### config.mk
export PLATFORM = sky130hd
export DESIGN_NAME = axi4lite_reg_slave_flat
export DESIGN_NICKNAME = d
export VERILOG_FILES = /design/src/rtl/axi4lite_reg_slave_if.sv /design/src/rtl/axi4lite_reg_slave.sv /design/src/flat_wrapper.sv
export SDC_FILE = /design/constraint.sdc
export NUM_CORES = 2
export LEC_CHECK = 0
export CAP_MARGIN = 25
export CELL_PAD_IN_SITES_DETAIL_PLACEMENT = 1
export CELL_PAD_IN_SITES_GLOBAL_PLACEMENT = 1
export CORE_AREA = 2 2 466 468
export CTS_BUF_LIST = sky130_fd_sc_hd__clkbuf_16
export DETAILED_ROUTE_END_ITERATION = 6
export DIE_AREA = 0 0 468 470
export PLACE_DENSITY_LB_ADDON = 0.05
export REMOVE_ABC_BUFFERS = 1
export SYNTH_ARGS = -nofsm -noshare
export SYNTH_HDL_FRONTEND = slang
export SYNTH_SLANG_ARGS = --single-unit
export TNS_END_PERCENT = 30
### constraint.sdc
create_clock -name clk -period 29.2 [get_ports clk]
set_input_delay 4.38 -clock clk [delete_from_list [all_inputs] [get_ports clk]]
set_output_delay 4.38 -clock clk [all_outputs]
set_load 0.02 [all_outputs]
### src/rtl/axi4lite_reg_slave_if.sv
// axi4lite_reg_slave_if: AXI4-Lite bus bundle with master and slave views
interface axi4lite_reg_slave_if #(
  parameter int DATA_WIDTH = 32,
  parameter int ADDR_WIDTH = 32
);
  logic                    awvalid;
  logic                    awready;
  logic [ADDR_WIDTH-1:0]   awaddr;
  logic [2:0]              awprot;
  logic                    wvalid;
  logic                    wready;
  logic [DATA_WIDTH-1:0]   wdata;
  logic [DATA_WIDTH/8-1:0] wstrb;
  logic                    bvalid;
  logic                    bready;
  logic [1:0]              bresp;
  logic                    arvalid;
  logic                    arready;
  logic [ADDR_WIDTH-1:0]   araddr;
  logic [2:0]              arprot;
  logic                    rvalid;
  logic                    rready;
  logic [DATA_WIDTH-1:0]   rdata;
  logic [1:0]              rresp;
  modport master (
    output awvalid, awaddr, awprot, wvalid, wdata, wstrb, bready, arvalid, araddr, arprot, rready,
    input  awready, wready, bvalid, bresp, arready, rvalid, rdata, rresp
  );
  modport slave (
    input  awvalid, awaddr, awprot, wvalid, wdata, wstrb, bready, arvalid, araddr, arprot, rready,
    output awready, wready, bvalid, bresp, arready, rvalid, rdata, rresp
  );
endinterface

### src/rtl/axi4lite_reg_slave.sv
// axi4lite_reg_slave: AXI4-Lite CSR bank with byte strobes, read-only status slots and SLVERR decode
module axi4lite_reg_slave #(
  parameter int                    DATA_WIDTH = 32,
  parameter int                    ADDR_WIDTH = 32,
  parameter int                    NUM_REGS   = 16,
  parameter logic [NUM_REGS-1:0]   RO_MASK    = '0,
  parameter logic [DATA_WIDTH-1:0] RESET_VAL  = '0
) (
  input  logic                           clk,
  input  logic                           reset,
  axi4lite_reg_slave_if.slave            s,
  output logic [NUM_REGS*DATA_WIDTH-1:0] reg_out,
  input  logic [NUM_REGS*DATA_WIDTH-1:0] hw_in,
  output logic [NUM_REGS-1:0]            wr_pulse
);
  localparam int SW  = DATA_WIDTH / 8;
  localparam int LSB = $clog2(SW);
  localparam int IW  = $clog2(NUM_REGS);
  localparam int NP  = 1 << IW;
  localparam logic [NP-1:0] RO_EXT = NP'(RO_MASK);
  typedef enum logic [1:0] {W_IDLE, W_HAVE_AW, W_HAVE_W, W_RESP} wstate_t;
  typedef enum logic {R_IDLE, R_RESP} rstate_t;
  wstate_t ws, ws_n;
  rstate_t rs, rs_n;
  logic [DATA_WIDTH-1:0] regs [NUM_REGS];
  logic [ADDR_WIDTH-1:0] aw_buf, aw_eff;
  logic [DATA_WIDTH-1:0] w_buf, w_eff, rd_val;
  logic [SW-1:0]         s_buf, s_eff;
  logic [IW-1:0]         w_idx, r_idx;
  logic                  aw_hs, w_hs, ar_hs, commit, w_err, r_err;
  logic                  unused;
  // Index field past NUM_REGS or any set bit above it is a decode miss.
  function automatic logic oor(input logic [ADDR_WIDTH-1:0] a);
    return int'(a[LSB +: IW]) >= NUM_REGS || |(a >> (LSB + IW));
  endfunction
  assign aw_hs  = s.awvalid && s.awready;
  assign w_hs   = s.wvalid && s.wready;
  assign ar_hs  = s.arvalid && s.arready;
  assign aw_eff = ws == W_HAVE_AW ? aw_buf : s.awaddr;
  assign w_eff  = ws == W_HAVE_W ? w_buf : s.wdata;
  assign s_eff  = ws == W_HAVE_W ? s_buf : s.wstrb;
  assign w_idx  = aw_eff[LSB +: IW];
  assign r_idx  = s.araddr[LSB +: IW];
  assign w_err  = oor(aw_eff) || RO_EXT[w_idx];
  assign r_err  = oor(s.araddr);
  assign commit = ws != W_RESP && ws_n == W_RESP;
  assign unused = ^{s.awprot, s.arprot};
  for (genvar i = 0; i < NUM_REGS; i++) begin : g_out
    assign reg_out[i*DATA_WIDTH +: DATA_WIDTH] = regs[i];
  end
  always_ff @(posedge clk or posedge reset) begin
    if (reset) begin
      ws <= W_IDLE;
      rs <= R_IDLE;
    end else begin
      ws <= ws_n;
      rs <= rs_n;
    end
  end
  always_comb begin
    ws_n = ws;
    case (ws)
      W_IDLE:    ws_n = aw_hs && w_hs ? W_RESP : aw_hs ? W_HAVE_AW : w_hs ? W_HAVE_W : W_IDLE;
      W_HAVE_AW: ws_n = w_hs ? W_RESP : W_HAVE_AW;
      W_HAVE_W:  ws_n = aw_hs ? W_RESP : W_HAVE_W;
      default:   ws_n = s.bready ? W_IDLE : W_RESP;
    endcase
    rs_n = rs == R_IDLE ? (ar_hs ? R_RESP : R_IDLE) : (s.rready ? R_IDLE : R_RESP);
  end
  always_comb begin
    s.awready = ws == W_IDLE || ws == W_HAVE_W;
    s.wready  = ws == W_IDLE || ws == W_HAVE_AW;
    s.bvalid  = ws == W_RESP;
    s.arready = rs == R_IDLE;
    s.rvalid  = rs == R_RESP;
  end
  always_comb begin
    rd_val = '0;
    for (int i = 0; i < NUM_REGS; i++)
      if (r_idx == IW'(i)) rd_val = RO_MASK[i] ? hw_in[i*DATA_WIDTH +: DATA_WIDTH] : regs[i];
  end
  always_ff @(posedge clk or posedge reset) begin
    if (reset) begin
      aw_buf   <= '0;
      w_buf    <= '0;
      s_buf    <= '0;
      wr_pulse <= '0;
      s.bresp  <= 2'b00;
      s.rdata  <= '0;
      s.rresp  <= 2'b00;
      for (int i = 0; i < NUM_REGS; i++) regs[i] <= RESET_VAL;
    end else begin
      wr_pulse <= '0;
      if (aw_hs) aw_buf <= s.awaddr;
      if (w_hs) begin
        w_buf <= s.wdata;
        s_buf <= s.wstrb;
      end
      if (commit) s.bresp <= w_err ? 2'b10 : 2'b00;
      if (ar_hs) begin
        s.rdata <= r_err ? '0 : rd_val;
        s.rresp <= r_err ? 2'b10 : 2'b00;
      end
      for (int i = 0; i < NUM_REGS; i++)
        if (commit && !w_err && w_idx == IW'(i)) begin
          wr_pulse[i] <= 1'b1;
          for (int b = 0; b < SW; b++)
            if (s_eff[b]) regs[i][8*b +: 8] <= w_eff[8*b +: 8];
        end
    end
  end
endmodule

### src/flat_wrapper.sv
// flat-port wrapper written by rule: the top's interface ports become plain ports
module axi4lite_reg_slave_flat 
#(
  parameter int                    DATA_WIDTH = 32,
  parameter int                    ADDR_WIDTH = 32,
  parameter int                    NUM_REGS   = 16,
  parameter logic [NUM_REGS-1:0]   RO_MASK    = '0,
  parameter logic [DATA_WIDTH-1:0] RESET_VAL  = '0
)
  (clk, reset, reg_out, hw_in, wr_pulse, s_awvalid, s_awaddr, s_awprot, s_wvalid, s_wdata, s_wstrb, s_bready, s_arvalid, s_araddr, s_arprot, s_rready, s_awready, s_wready, s_bvalid, s_bresp, s_arready, s_rvalid, s_rdata, s_rresp);
  axi4lite_reg_slave_if #(.DATA_WIDTH(DATA_WIDTH), .ADDR_WIDTH(ADDR_WIDTH)) s_i ();
  input  logic clk;
  input  logic reset;
  output logic [NUM_REGS*DATA_WIDTH-1:0] reg_out;
  input  logic [NUM_REGS*DATA_WIDTH-1:0] hw_in;
  output logic [NUM_REGS-1:0] wr_pulse;
  input wire logic [$bits(s_i.awvalid)-1:0] s_awvalid;
  input wire logic [$bits(s_i.awaddr)-1:0] s_awaddr;
  input wire logic [$bits(s_i.awprot)-1:0] s_awprot;
  input wire logic [$bits(s_i.wvalid)-1:0] s_wvalid;
  input wire logic [$bits(s_i.wdata)-1:0] s_wdata;
  input wire logic [$bits(s_i.wstrb)-1:0] s_wstrb;
  input wire logic [$bits(s_i.bready)-1:0] s_bready;
  input wire logic [$bits(s_i.arvalid)-1:0] s_arvalid;
  input wire logic [$bits(s_i.araddr)-1:0] s_araddr;
  input wire logic [$bits(s_i.arprot)-1:0] s_arprot;
  input wire logic [$bits(s_i.rready)-1:0] s_rready;
  output wire logic [$bits(s_i.awready)-1:0] s_awready;
  output wire logic [$bits(s_i.wready)-1:0] s_wready;
  output wire logic [$bits(s_i.bvalid)-1:0] s_bvalid;
  output wire logic [$bits(s_i.bresp)-1:0] s_bresp;
  output wire logic [$bits(s_i.arready)-1:0] s_arready;
  output wire logic [$bits(s_i.rvalid)-1:0] s_rvalid;
  output wire logic [$bits(s_i.rdata)-1:0] s_rdata;
  output wire logic [$bits(s_i.rresp)-1:0] s_rresp;
  assign s_i.awvalid = s_awvalid;
  assign s_i.awaddr = s_awaddr;
  assign s_i.awprot = s_awprot;
  assign s_i.wvalid = s_wvalid;
  assign s_i.wdata = s_wdata;
  assign s_i.wstrb = s_wstrb;
  assign s_i.bready = s_bready;
  assign s_i.arvalid = s_arvalid;
  assign s_i.araddr = s_araddr;
  assign s_i.arprot = s_arprot;
  assign s_i.rready = s_rready;
  assign s_awready = s_i.awready;
  assign s_wready = s_i.wready;
  assign s_bvalid = s_i.bvalid;
  assign s_bresp = s_i.bresp;
  assign s_arready = s_i.arready;
  assign s_rvalid = s_i.rvalid;
  assign s_rdata = s_i.rdata;
  assign s_rresp = s_i.rresp;
  axi4lite_reg_slave #(.DATA_WIDTH(DATA_WIDTH), .ADDR_WIDTH(ADDR_WIDTH), .NUM_REGS(NUM_REGS), .RO_MASK(RO_MASK), .RESET_VAL(RESET_VAL)) u_core (.clk(clk), .reset(reset), .s(s_i), .reg_out(reg_out), .hw_in(hw_in), .wr_pulse(wr_pulse));
endmodule
==> impl_metrics.env <==
export IMPL_finalSetupTns_ns=0
export IMPL_reg2reg_depth=6
export IMPL_drtPass1Iterations=5
export IMPL_numPortBuffers=669
export IMPL_synth_area_sq_um=30000
export IMPL_io_pins=1194
export IMPL_cts_setup_buffers=0
export IMPL_final_hold_violation_count=0
export IMPL_coreArea_sq_um=216000
export IMPL_gp_congestion=0.742
export IMPL_path_class="in2reg"
export IMPL_worstSetupEndpointType="register"
export IMPL_period_minus_slack_ns=7.49
export IMPL_cp_slowest_stage_delay_ns=0.86
export IMPL_dpl_hpwl_um=147000
export IMPL_fmax_mhz=133
export IMPL_grt_max_degree=156
export IMPL_final_common_cell="clkdlybuf4s50_1"
export IMPL_initial_core_util_pct=13.9
export IMPL_cts_tree="done"
export IMPL_drive_gt1_share_pct=29.4
export IMPL_fin_nets=3614
export IMPL_grt_pass1_vias=26110
export IMPL_p_leak_uw=0.0187
export IMPL_cp_max_fo=48
export IMPL_cp_depth=7
export IMPL_clockBufferDepth=3
export IMPL_hold_depth=2
export IMPL_path_buf_inv=2
export IMPL_drt_iter0_markers=1183
export IMPL_status="complete, no violations"
export IMPL_crit_required_ns=29.78
export IMPL_worstMarginPinSlew_ns=1.01
export IMPL_synthArstFlopShare_pct=100
export IMPL_crit_path_top_delay_cell="nand4_2"
export IMPL_ys_dominant_reg_cell="dfrtp_1"
export IMPL_ys_types=75
export IMPL_ys_ff_latch=631
export IMPL_die_w_um=468
export IMPL_finClkSkew_ns=0.0202
export IMPL_yosysTopAreaCell="dfrtp_1"
export IMPL_num_vias=24222
export IMPL_viasPerCell=4.09
export IMPL_clock_root_buffer="clkbuf_16"
export IMPL_rsz0062_at_grt="false"
export IMPL_fillers=24042
export IMPL_globalRouteTotalUtil_pct=18.2
export IMPL_synth_seq_area_share_pct=52.6
export IMPL_drt_wl_total_um=205000
export IMPL_fin_hold_ws_ns=0.492
export IMPL_slew_viol_final=0
export IMPL_synth_cells=2349
export IMPL_area_delta_synth_final_pct=43.8
export IMPL_holdCritPathClass="reg2reg"
export IMPL_avgSynthCellArea_sq_um=12.8
export IMPL_gr_total_overflow=0
export IMPL_clock_latency_ns=0.72
export IMPL_numCtsBuffers=94
export IMPL_synthTopCellsByArea="dfrtp_1 53%, mux2_2 23%, mux2i_1 2.3%"
export IMPL_clkSlewWorstSetupHoldPaths_ns=0.06
export IMPL_drc=0
export IMPL_p_per_area_nw_per_um2=58.2
export IMPL_htreeDepth=3
export IMPL_ir_drop_uv=39.0
export IMPL_drv_cap=0
export IMPL_synth_top_area_share_pct=52.6
export IMPL_cp_top_family="simple AND/OR/NAND/NOR gates"
export IMPL_fp_row_count=171
export IMPL_yosys_warnings=0
export IMPL_ant_nets=0
export IMPL_crit_chain="clkdlybuf4s50_1 > nor4_1 > nand4_1 > nand2_4 > buf_4 > nand4_2 > mux2_2"
export IMPL_die_area_sq_um=220000
export IMPL_cts_sinks=631
export IMPL_power_total_uw=2510
export IMPL_ctsHoldBuffers=0
export IMPL_min_period_over_period_pct=25.7
export IMPL_antenna_found_initial=32
export IMPL_relSlewSlack_pct=32.6
export IMPL_routedWlPerCell_um=34.6
export IMPL_start_kind="primary input"
export IMPL_mostFrequentLayoutCells="665 x clkdlybuf4s50_1, 631 x dfrtp_1, 602 x mux2_2"
export IMPL_die_h_um=470
export IMPL_worstPathArrival_ns=8.07
export IMPL_synth_edf_count=0
export IMPL_cts_resized=0
export IMPL_grt_pass1_wl_um=266000
export IMPL_setup_violations=0
## worst paths after layout
path	start	endpoint	slack, ns
worst min register to register	u_core.s.rdata[12]	u_core.s.rdata[12]	0.49
max in group asynchronous	reset	u_core.aw_buf[9]	21.98
min in group asynchronous	reset	u_core.w_buf[25]	4.24
worst max register to register	u_core.ws[1]	u_core.reg_out[64]	24.87
worst min-delay path	u_core.s.rdata[12]	u_core.s.rdata[12]	0.49
worst max-delay path	s_awaddr[27]	u_core.reg_out[64]	21.71
## cell families (layout without fill, tap and decap cells)
| group | after synthesis | in the layout | synth area share, % |
|---|---|---|---|
| AND/OR/NAND/NOR | 380 | 380 | 8.17 |
| other | 1 | 10 | 0.0125 |
| flip-flops | 631 | 631 | 52.6 |
| buffers and inverters | 204 | 915 | 3.02 |
| multiplexers | 704 | 704 | 26.4 |
| AO/OA/AOI/OAI | 429 | 429 | 9.79 |
## power by group
group | total, uW | switching [uW] | internal [uW]
combinational | 416 | 300 | 116
sequential | 952 | 28.8 | 923
clock | 1140 | 465 | 679
## flip-flops by register name (all words and copies together) (netlist names)
signal and count:
u_core.aw_buf 30, u_core.s.rdata 32, u_core.s.bresp 1, u_core.reg_out 512, u_core.wr_pulse 16, u_core.w_buf 32
u_core.s.rresp 1, u_core.s_buf 4, u_core.s.rvalid 1, u_core.ws 2
## per-layer routing
metal  global-route usage [%]  routed length [um]  up-vias
li1                         -                   -    10166
met1                     24.8               95500    12958
met2                     26.4               84500      902
met3                     7.71               20500      178
met4                     4.12                4260       18
met5                        0                 119        -
## worst register-to-register path: stages (launching register included)
cell      delay [ns]
dfrtp_1         0.57
nand2b_1        0.68
nand4_1         0.28
nand2_4         0.42
buf_4           0.76
nand4_2         0.93
mux2_2          0.56
## per-stage QoR
| step | instances | util (%) | cell area [sq um] | setup slack [ns] |
|---|---|---|---|---|
| final | 5923 | 20.0 | 43200 | 21.71 |
| after global routing | 5916 | 20.0 | 43100 | 21.60 |
| after CTS | 5913 | 20.0 | 43100 | 21.34 |
| after detailed placement | 5745 | 18.6 | 40100 | 20.53 |
| after global placement | 5743 | 18.6 | 40000 | 20.27 |
| after floorplan | 2166 | - | 29200 | 7.15 |
## Yosys cell counts, drive strengths merged, types with 15 or more instances
cell type	instances
a21oi	89
dfrtp	631
a22oi	36
nor2	113
nand3	30
buf	62
nand2	74
a221oi	15
mux2i	69
clkbuf	122
a222oi	16
mux2	630
o21ai	91
nand4	56
inv	19
a31oi	30
nor4	19
o22ai	32
## area by class of cell
| cell class | instances | area (sq um) | area share (%) |
|---|---|---|---|
| well taps | 2854 | 3570 | 8.27 |
| clock inverters | 70 | 556 | 1.29 |
| repair buffers | 727 | 7220 | 16.7 |
| flip-flops and latches | 631 | 15800 | 36.6 |
| clock buffers | 98 | 2450 | 5.68 |
| multi-input cells | 1515 | 13500 | 31.2 |
| diodes | 8 | 20.0 | 0.0464 |
| inverters | 20 | 83.8 | 0.194 |
(Power assumes the default switching activity.)
